**src/rtl/alu_arb2.sv**
```systemverilog
// Two-port round-robin front end sharing one 32-bit ALU; result lands in rsp_* one cycle after accept.
// Accepts only while the response slot is free (empty or being drained); a stalled response blocks both ports.
module alu_arb2 #(
  parameter int TAG_W = 4
) (
  input  logic             clk,
  input  logic             reset,
  input  logic             req0_valid,
  output logic             req0_ready,
  input  logic [31:0]      req0_a,
  input  logic [31:0]      req0_b,
  input  logic [2:0]       req0_f,
  input  logic [TAG_W-1:0] req0_tag,
  input  logic             req1_valid,
  output logic             req1_ready,
  input  logic [31:0]      req1_a,
  input  logic [31:0]      req1_b,
  input  logic [2:0]       req1_f,
  input  logic [TAG_W-1:0] req1_tag,
  output logic             rsp_valid,
  input  logic             rsp_ready,
  output logic [31:0]      rsp_y,
  output logic             rsp_zero,
  output logic             rsp_of,
  output logic             rsp_src,
  output logic [TAG_W-1:0] rsp_tag
);

  typedef enum logic {IDLE, HOLD} state_t;

  state_t           state;
  logic             rr;
  logic             free;
  logic             win0;
  logic             win1;
  logic             acc;
  logic             sel;
  logic [31:0]      op_a;
  logic [31:0]      op_b;
  logic [2:0]       op_f;
  logic [TAG_W-1:0] op_tag;
  logic [31:0]      sum;
  logic [31:0]      diff;
  logic [31:0]      alu_y;
  logic             alu_of;

  // The slot is free if empty or if its current contents leave this cycle.
  assign free       = (state == IDLE) || rsp_ready;
  assign win1       = req1_valid && (!req0_valid || rr);
  assign win0       = req0_valid && !win1;
  assign req0_ready = !reset && free && win0;
  assign req1_ready = !reset && free && win1;
  assign acc        = req0_ready || req1_ready;
  assign sel        = req1_ready;
  assign rsp_valid  = (state == HOLD);

  always_comb begin
    op_a   = req0_a;
    op_b   = req0_b;
    op_f   = req0_f;
    op_tag = req0_tag;
    if (sel) begin
      op_a   = req1_a;
      op_b   = req1_b;
      op_f   = req1_f;
      op_tag = req1_tag;
    end
  end

  assign sum  = op_a + op_b;
  assign diff = op_a - op_b;

  always_comb begin
    alu_y  = 32'd0;
    alu_of = 1'b0;
    case (op_f)
      3'b000: alu_y = op_a & op_b;
      3'b001: alu_y = op_a | op_b;
      3'b010: begin
        alu_y  = sum;
        alu_of = (op_a[31] == op_b[31]) && (sum[31] != op_a[31]);
      end
      3'b110: begin
        alu_y  = diff;
        alu_of = (op_a[31] != op_b[31]) && (diff[31] != op_a[31]);
      end
      3'b111: alu_y = {31'd0, ($signed(op_a) < $signed(op_b))};
      default: begin
        alu_y  = 32'd0;
        alu_of = 1'b0;
      end
    endcase
  end

  always_ff @(posedge clk) begin
    if (reset) begin
      state    <= IDLE;
      rr       <= 1'b0;
      rsp_y    <= 32'd0;
      rsp_zero <= 1'b0;
      rsp_of   <= 1'b0;
      rsp_src  <= 1'b0;
      rsp_tag  <= '0;
    end else if (acc) begin
      state    <= HOLD;
      rr       <= ~sel;
      rsp_y    <= alu_y;
      rsp_zero <= (alu_y == 32'd0);
      rsp_of   <= alu_of;
      rsp_src  <= sel;
      rsp_tag  <= op_tag;
    end else if (rsp_ready) begin
      state <= IDLE;
    end
  end

endmodule

```
**config.mk**
```make
export PLATFORM = sky130hd
export DESIGN_NAME = alu_arb2
export DESIGN_NICKNAME = d
export VERILOG_FILES = /design/src/rtl/alu_arb2.sv
export SDC_FILE = /design/constraint.sdc
export NUM_CORES = 1
export LEC_CHECK = 0
export BUFFER_PORTS_ARGS = -buffer_cell sky130_fd_sc_hd__buf_2
export CAP_MARGIN = 20
export CORE_AREA = 5 5 184 115
export CTS_CLUSTER_DIAMETER = 200
export CTS_CLUSTER_SIZE = 30
export DETAILED_ROUTE_END_ITERATION = 16
export DIE_AREA = 0 0 189 120
export GPL_TIMING_DRIVEN = 0
export SYNTH_ARGS = -nofsm -noshare
export SYNTH_HDL_FRONTEND = slang
export SYNTH_SLANG_ARGS = --single-unit
```
**constraint.sdc**
```tcl
create_clock -name clk -period 5.6 [get_ports clk]
set_clock_uncertainty 0.05 [all_clocks]
set_input_delay 0.84 -clock clk [delete_from_list [all_inputs] [get_ports clk]]
set_output_delay 0.84 -clock clk [all_outputs]
set_load 0.01 [all_outputs]
```
=== After elaboration in Yosys (flattened, before gate mapping) ===
Cells that the tools add are included.

* Bitwise logic cells: 4
* Reduce and logical (&&, ||, !) cells: 16
* Add/sub/neg operators: 2
* Muxes and demuxes: 8
* Eq/ne operators: 8
* Order comparisons: 1

{| class="wikitable"
|+ Operators with widths
! cell !! count
|-
| case mux 32 bit (5 select lines) || 1
|-
| two-way mux 32 bit || 2
|-
| adder 32 bit || 1
|-
| bitwise AND 32 bit || 1
|-
| zero test 32 bit || 1
|-
| < comparator 32 bit || 1
|-
| OR 32 bit || 1
|-
| subtractor 32 bit || 1
|-
| logical AND 1 bit || 7
|-
| equality test 3 bit, second input constant || 2
|-
| two-way mux 4 bit || 1
|-
| equality test 3 x 1 -> 1 bit, second input constant || 1
|-
| equality test 3 x 2 -> 1 bit, second input constant || 1
|-
| zero test 1 bit || 3
|-
| zero test 3 bit || 1
|-
| logical OR 1 bit || 3
|-
| two-way mux 3 bit || 1
|-
| inequality test 1 bit || 3
|-
| two-way mux 1 bit || 2
|-
| inverter 1 bit || 2
|-
| case mux 1 bit (2 select lines) || 1
|-
| nonzero test 2 bit || 1
|-
| equality test 1 bit || 1
|}

* Input port bits: 147
* Word-level logic and storage cells: 46
* Output and inout bits: 42
* Register bits after elaboration: 41

=== Logic depth before layout (Yosys ltp) ===
* Depth after elaboration: 9
* Mapped depth: 22
* Depth with buffers taken out: 19

=== Least setup slack after synthesis ===
No wires, ideal clock.

* Path kind: in2reg
* Start: input rsp_ready
* End: register rsp_zero
* Required time: 5.462 ns
* Setup time: 0.088 ns
* Slack: 0.377 ns
* Cell stages on the path: 22
* Buffers on the path: 4
* Arrival: 5.084 ns
* Cell sequence: nand2b_1 -> nand4_1 -> buf_4 -> buf_2 -> buf_1 -> clkbuf_1 -> nand2_1 -> nand2_1 -> ha_1 -> inv_1 -> fa_1 -> nor2b_1 -> o311ai_2 -> a21oi_1 -> a31o_1 -> o221ai_1 -> a221o_1 -> a2111oi_2 -> o2111ai_1 -> nor4_2 -> nand4_1 -> o32ai_2

* Cells in the longest elaborated chain, start to end: 7
* Elaborated cells between the ends (all ways): 20
* Those cells by class: 2 x add/sub; 1 x order compare; 4 x eq/ne; 4 x mux; 2 x bitwise; 7 x reduce/logical

{| class="wikitable"
|+ RTL lines
! what !! line !! source
|-
| start: declaration || 21 || <nowiki>input logic rsp_ready,</nowiki>
|-
| logical OR 1 bit (*) || 48 || <nowiki>assign free = (state == IDLE) || rsp_ready;</nowiki>
|-
| logical AND 1 bit (*) || 51, 52 ||
|-
| logical AND 1 bit || 52 || <nowiki>assign req1_ready = !reset && free && win1;</nowiki>
|-
| two-way mux 32 bit or two-way mux 3 bit (tied branches) || 62 || <nowiki>if (sel) begin</nowiki>
|-
| subtractor 32 bit (tied with other cells) || 71 || <nowiki>assign diff = op_a - op_b;</nowiki>
|-
| case mux 32 bit (5 select lines) || 76 || <nowiki>case (op_f)</nowiki>
|-
| zero test 32 bit || 108 || <nowiki>rsp_zero <= (alu_y == 32'd0);</nowiki>
|-
| end signal: assignment || 108 ||
|-
| end: declaration || 23 || <nowiki>output logic rsp_zero,</nowiki>
|}

Mark *: on every way between the ends. The rest lies on a longest branch, timed or not.
A chain may end at the register's enable or synchronous reset.

=== Worst setup path in the final report ===
Same ends and word-level chain as after synthesis.

==> summary by stage <==
Timing
Of the available clock period, the critical path in the final layout requires 0.9718. Setup violations remaining at the end of the flow were counted as 0. The time the final worst path needs with I/O delays and setup is roughly 5400 ps. Across all hold checks on the routed design, the worst slack comes to approximately 400 ps. After routing, the total negative slack on setup checks comes to 0 ps. At the pin with the least slew margin, the transition time is ~870 ps. The relative slew slack is 0.4031. The final count of pins violating max slew was 0. The highest clock rate is 183.8 MHz. The number of hold-slack violations in the final timing report is 0. The worst setup slack after layout is approximately 160 ps.

GRT
The global-route wire length before repair is between 40000 and 50000 um. For this run the aggregate overflow at the end of global routing stands at 0. The via count of the first global-routing pass was 8266.

The global routing usage summed across all routing layers is 0.2703. The number of antenna violations at the first check in global routing is 0. Entering global routing, the biggest net connects 14 pins.

Die
The core region is 0.01947 sq mm. For this design the top-level I/O count stands at 189. For this configuration, the core starts out at a cell density of 0.3882. The die covers about 0.023 sq mm. The floorplan step set the die height to 120 um. The number of standard-cell rows in the floorplan is 40. The horizontal die dimension is 189 um.

Synthesis
By instance count, the leading cell after synthesis is nand2_1. Ranked by instance count, the synthesized netlist is headed by 257 x nand2_1, 108 x nor2_1, 98 x ha_1. Counting flops with a built-in enable in the synthesized netlist gives 0. The cell count after synthesis is 1150. The largest total area in the synthesized netlist belongs to ha_1. The number of nets in the synthesized netlist is 1397. For this run, the register share of the synthesized area comes to 0.1086.

In the synthesized netlist the dominant register cell turns out to be dfxtp_1. The share of flip-flops with an asynchronous set or reset is 0. The count of cell types in the netlist is 85. The share of synthesized area in the top cell type comes to 0.1623. In the post-synthesis netlist, the biggest area contributors are ha_1 16%, nand2_1 13%, dfxtp_1 11%.

The post-synthesis instance area is 0.007557 sq mm. A synthesized cell averages ~6.6 sq um. The register bit count reported by yosys is 41. The number of warning messages in the yosys log is 0.

Worst hold path
The path class of the tightest hold or removal check is reg -> reg. The worst hold path was traced through 2 stages.

Finish
The count of placed standard cells in the final layout, fillers left out is about 1.6k. From synthesis to final layout, the design area changed by 22.81%. The number of antenna diodes in the final layout is 0. The total number of nets in the final design is 1597. The share of final-layout standard cells stronger than drive strength 1 is 0.2117. Once layout is complete, the utilization of the core stands at 0.4767. With fillers left out, the area of the finished cells amounts to just over 0.009 sq mm.

Setup path
The capturing element type of the critical path is a flop. STA classifies the critical path startpoint as an input port. The maximum fanout along the worst path is 10. The critical path is of the in -> reg type. The logic depth of the worst register-to-register path is 20. At the worst endpoint, the required time is 5740 ps.

The data arrival time of the worst path is 5590 ps.

CTS
Counting every sink on the clock net gives 41. CTS placed an instance of clkbuf_16 at the clock tree root. In this run the number of H-tree levels came out at 2. TritonCTS built the clock tree.

The later-pin clock latency in the skew report is roughly 280 ps. In this run, CTS created clock tree buffers numbering 5. After clock tree synthesis, the clock-pin slew on the worst setup and hold paths is 60 ps. Counting along the longest clock path gives a buffer depth of 2.

For this design, the CTS-stage hold fixing added 0 buffers.

Power and ir drop
Dividing total power by cell area gives a power density of 205.4 mW/mm^2. Across the VDD grid, the largest voltage drop is ~0.12 mV. The static leakage is ~4.6 nW. Power comes to 1.907 mW.

Detailed routing
The pre-antenna-repair detailed-routing pass consisted of 7 iterations. The remaining design rule violation count is 0. The final layout contains routed wiring with a total length of 32600 um. After the first detailed-routing iteration, the DRC count stood at 1041. The mean routed wirelength per cell is 20.34 um. After detailed routing, the number of vias per cell comes to 5.742.

The count of nets left with antenna violations once routing finished came out at 0. The via total after detailed routing is 9204.

Place
During placement, the flow inserted port buffers numbering roughly 190. Including well taps, the total number of placed cells is 1590. The setup slack at placement is -1712 ps. Detailed placement ended at an HPWL of 27190 um. Routability-driven placement finished with a final weighted congestion of 1.040.

Summing all placed instances gives a cell area of just under 0.009 sq mm.

Job
The max-capacitance violation count is 0.

Run status
The flow ran to the end, and the final reports show no timing, DRC or antenna violations.
==> flip-flops by register name, summed over array words and instances (netlist names) <==
register,count
rsp_src,1
rsp_y,32
rsp_zero,1
rsp_of,1
rr,1
rsp_valid,1
rsp_tag,4
==> layout make-up <==
cell class / instances / area, sq um
clock buffer: 6 / 138.9
inverter: 95 / 359.1
timing repair buffer: 193 / 978.4
clock inverter: 2 / 37.54
sequential: 41 / 820.8
buffer: 59 / 326.6
tap: 252 / 315.3
fill: 2102 / 10190
multi-input combinational: 955 / 6305
==> worst paths after layout <==
check        slack, ps  startpoint       end
max                160   rsp_ready  rsp_zero
min                410    rsp_y[7]  rsp_y[7]
max reg2reg        510   rsp_valid  rsp_zero
min reg2reg        410    rsp_y[7]  rsp_y[7]
==> what timing repair did <==
| action | in CTS | in global routing |
|---|---|---|
| setup endpoints to repair | 24 | 5 |
| resized for setup | 40 | 46 |
| buffers inserted | 1 | 4 |
| pin swaps | 1 | 7 |
==> worst max-delay path, stage by stage <==
cell	delay, ps
buf_2	100
nand2b_1	180
nand4_1	160
buf_6	180
buf_6	170
buf_12	170
clkbuf_4	220
nand2_1	60
nand2_1	170
ha_1	350
a21o_1	230
a311o_1	450
a2111o_1	420
o21ai_2	230
xnor2_1	190
nor2_1	90
a221oi_2	380
o2111ai_1	240
nor4_2	250
nand4_1	180
o32ai_2	280
==> cell usage in the layout (no fill, tap or decap), types with 16 or more instances in the layout <==
| cell | netlist | routed |
|---|---|---|
| nand2_1 | 257 | 255 |
| nor3_1 | 28 | 23 |
| dfxtp_1 | 41 | 41 |
| a211oi_1 | 32 | 31 |
| xnor2_1 | 24 | 24 |
| clkbuf_1 | 40 | 31 |
| buf_2 | 7 | 195 |
| a21oi_1 | 68 | 63 |
| ha_1 | 98 | 97 |
| mux2i_1 | 21 | 19 |
| inv_1 | 92 | 92 |
| o211ai_1 | 16 | 16 |
| nor2_1 | 108 | 108 |
| o21ai_0 | 44 | 41 |
==> metal layers <==
metal | up-vias | GRT usage | wire length [um]
met3 | 34 | 0.08953 | 4558
met1 | 4206 | 0.4245 | 15860
li1 | 4450 | - | -
met5 | - | 0 | 0
met4 | 0 | 0.03549 | 342
met2 | 514 | 0.3553 | 11840
==> cells by family (layout without fill, tap and decap cells) <==
logic type               Yosys count  after routing  share of synthesized area
adder cells (fa/ha/maj)          100            100                     0.1676
AO/OA/AOI/OAI                    305            305                     0.2853
multiplexers                      28             28                    0.03874
XOR/XNOR                          28             28                    0.03245
buffers and inverters            154            355                    0.08063
AND/OR/NAND/NOR                  494            494                     0.2868
flip-flops                        41             41                     0.1086
==> power by group <==
group | switching, mW | total [mW] | internal (mW) | leakage (nW)
Sequential | 0.0170 | 0.337 | 0.320 | 0.338
Combinational | 0.789 | 1.23 | 0.443 | 4.18
Clock | 0.116 | 0.338 | 0.222 | 0.0831
(Power assumes the default switching activity.)
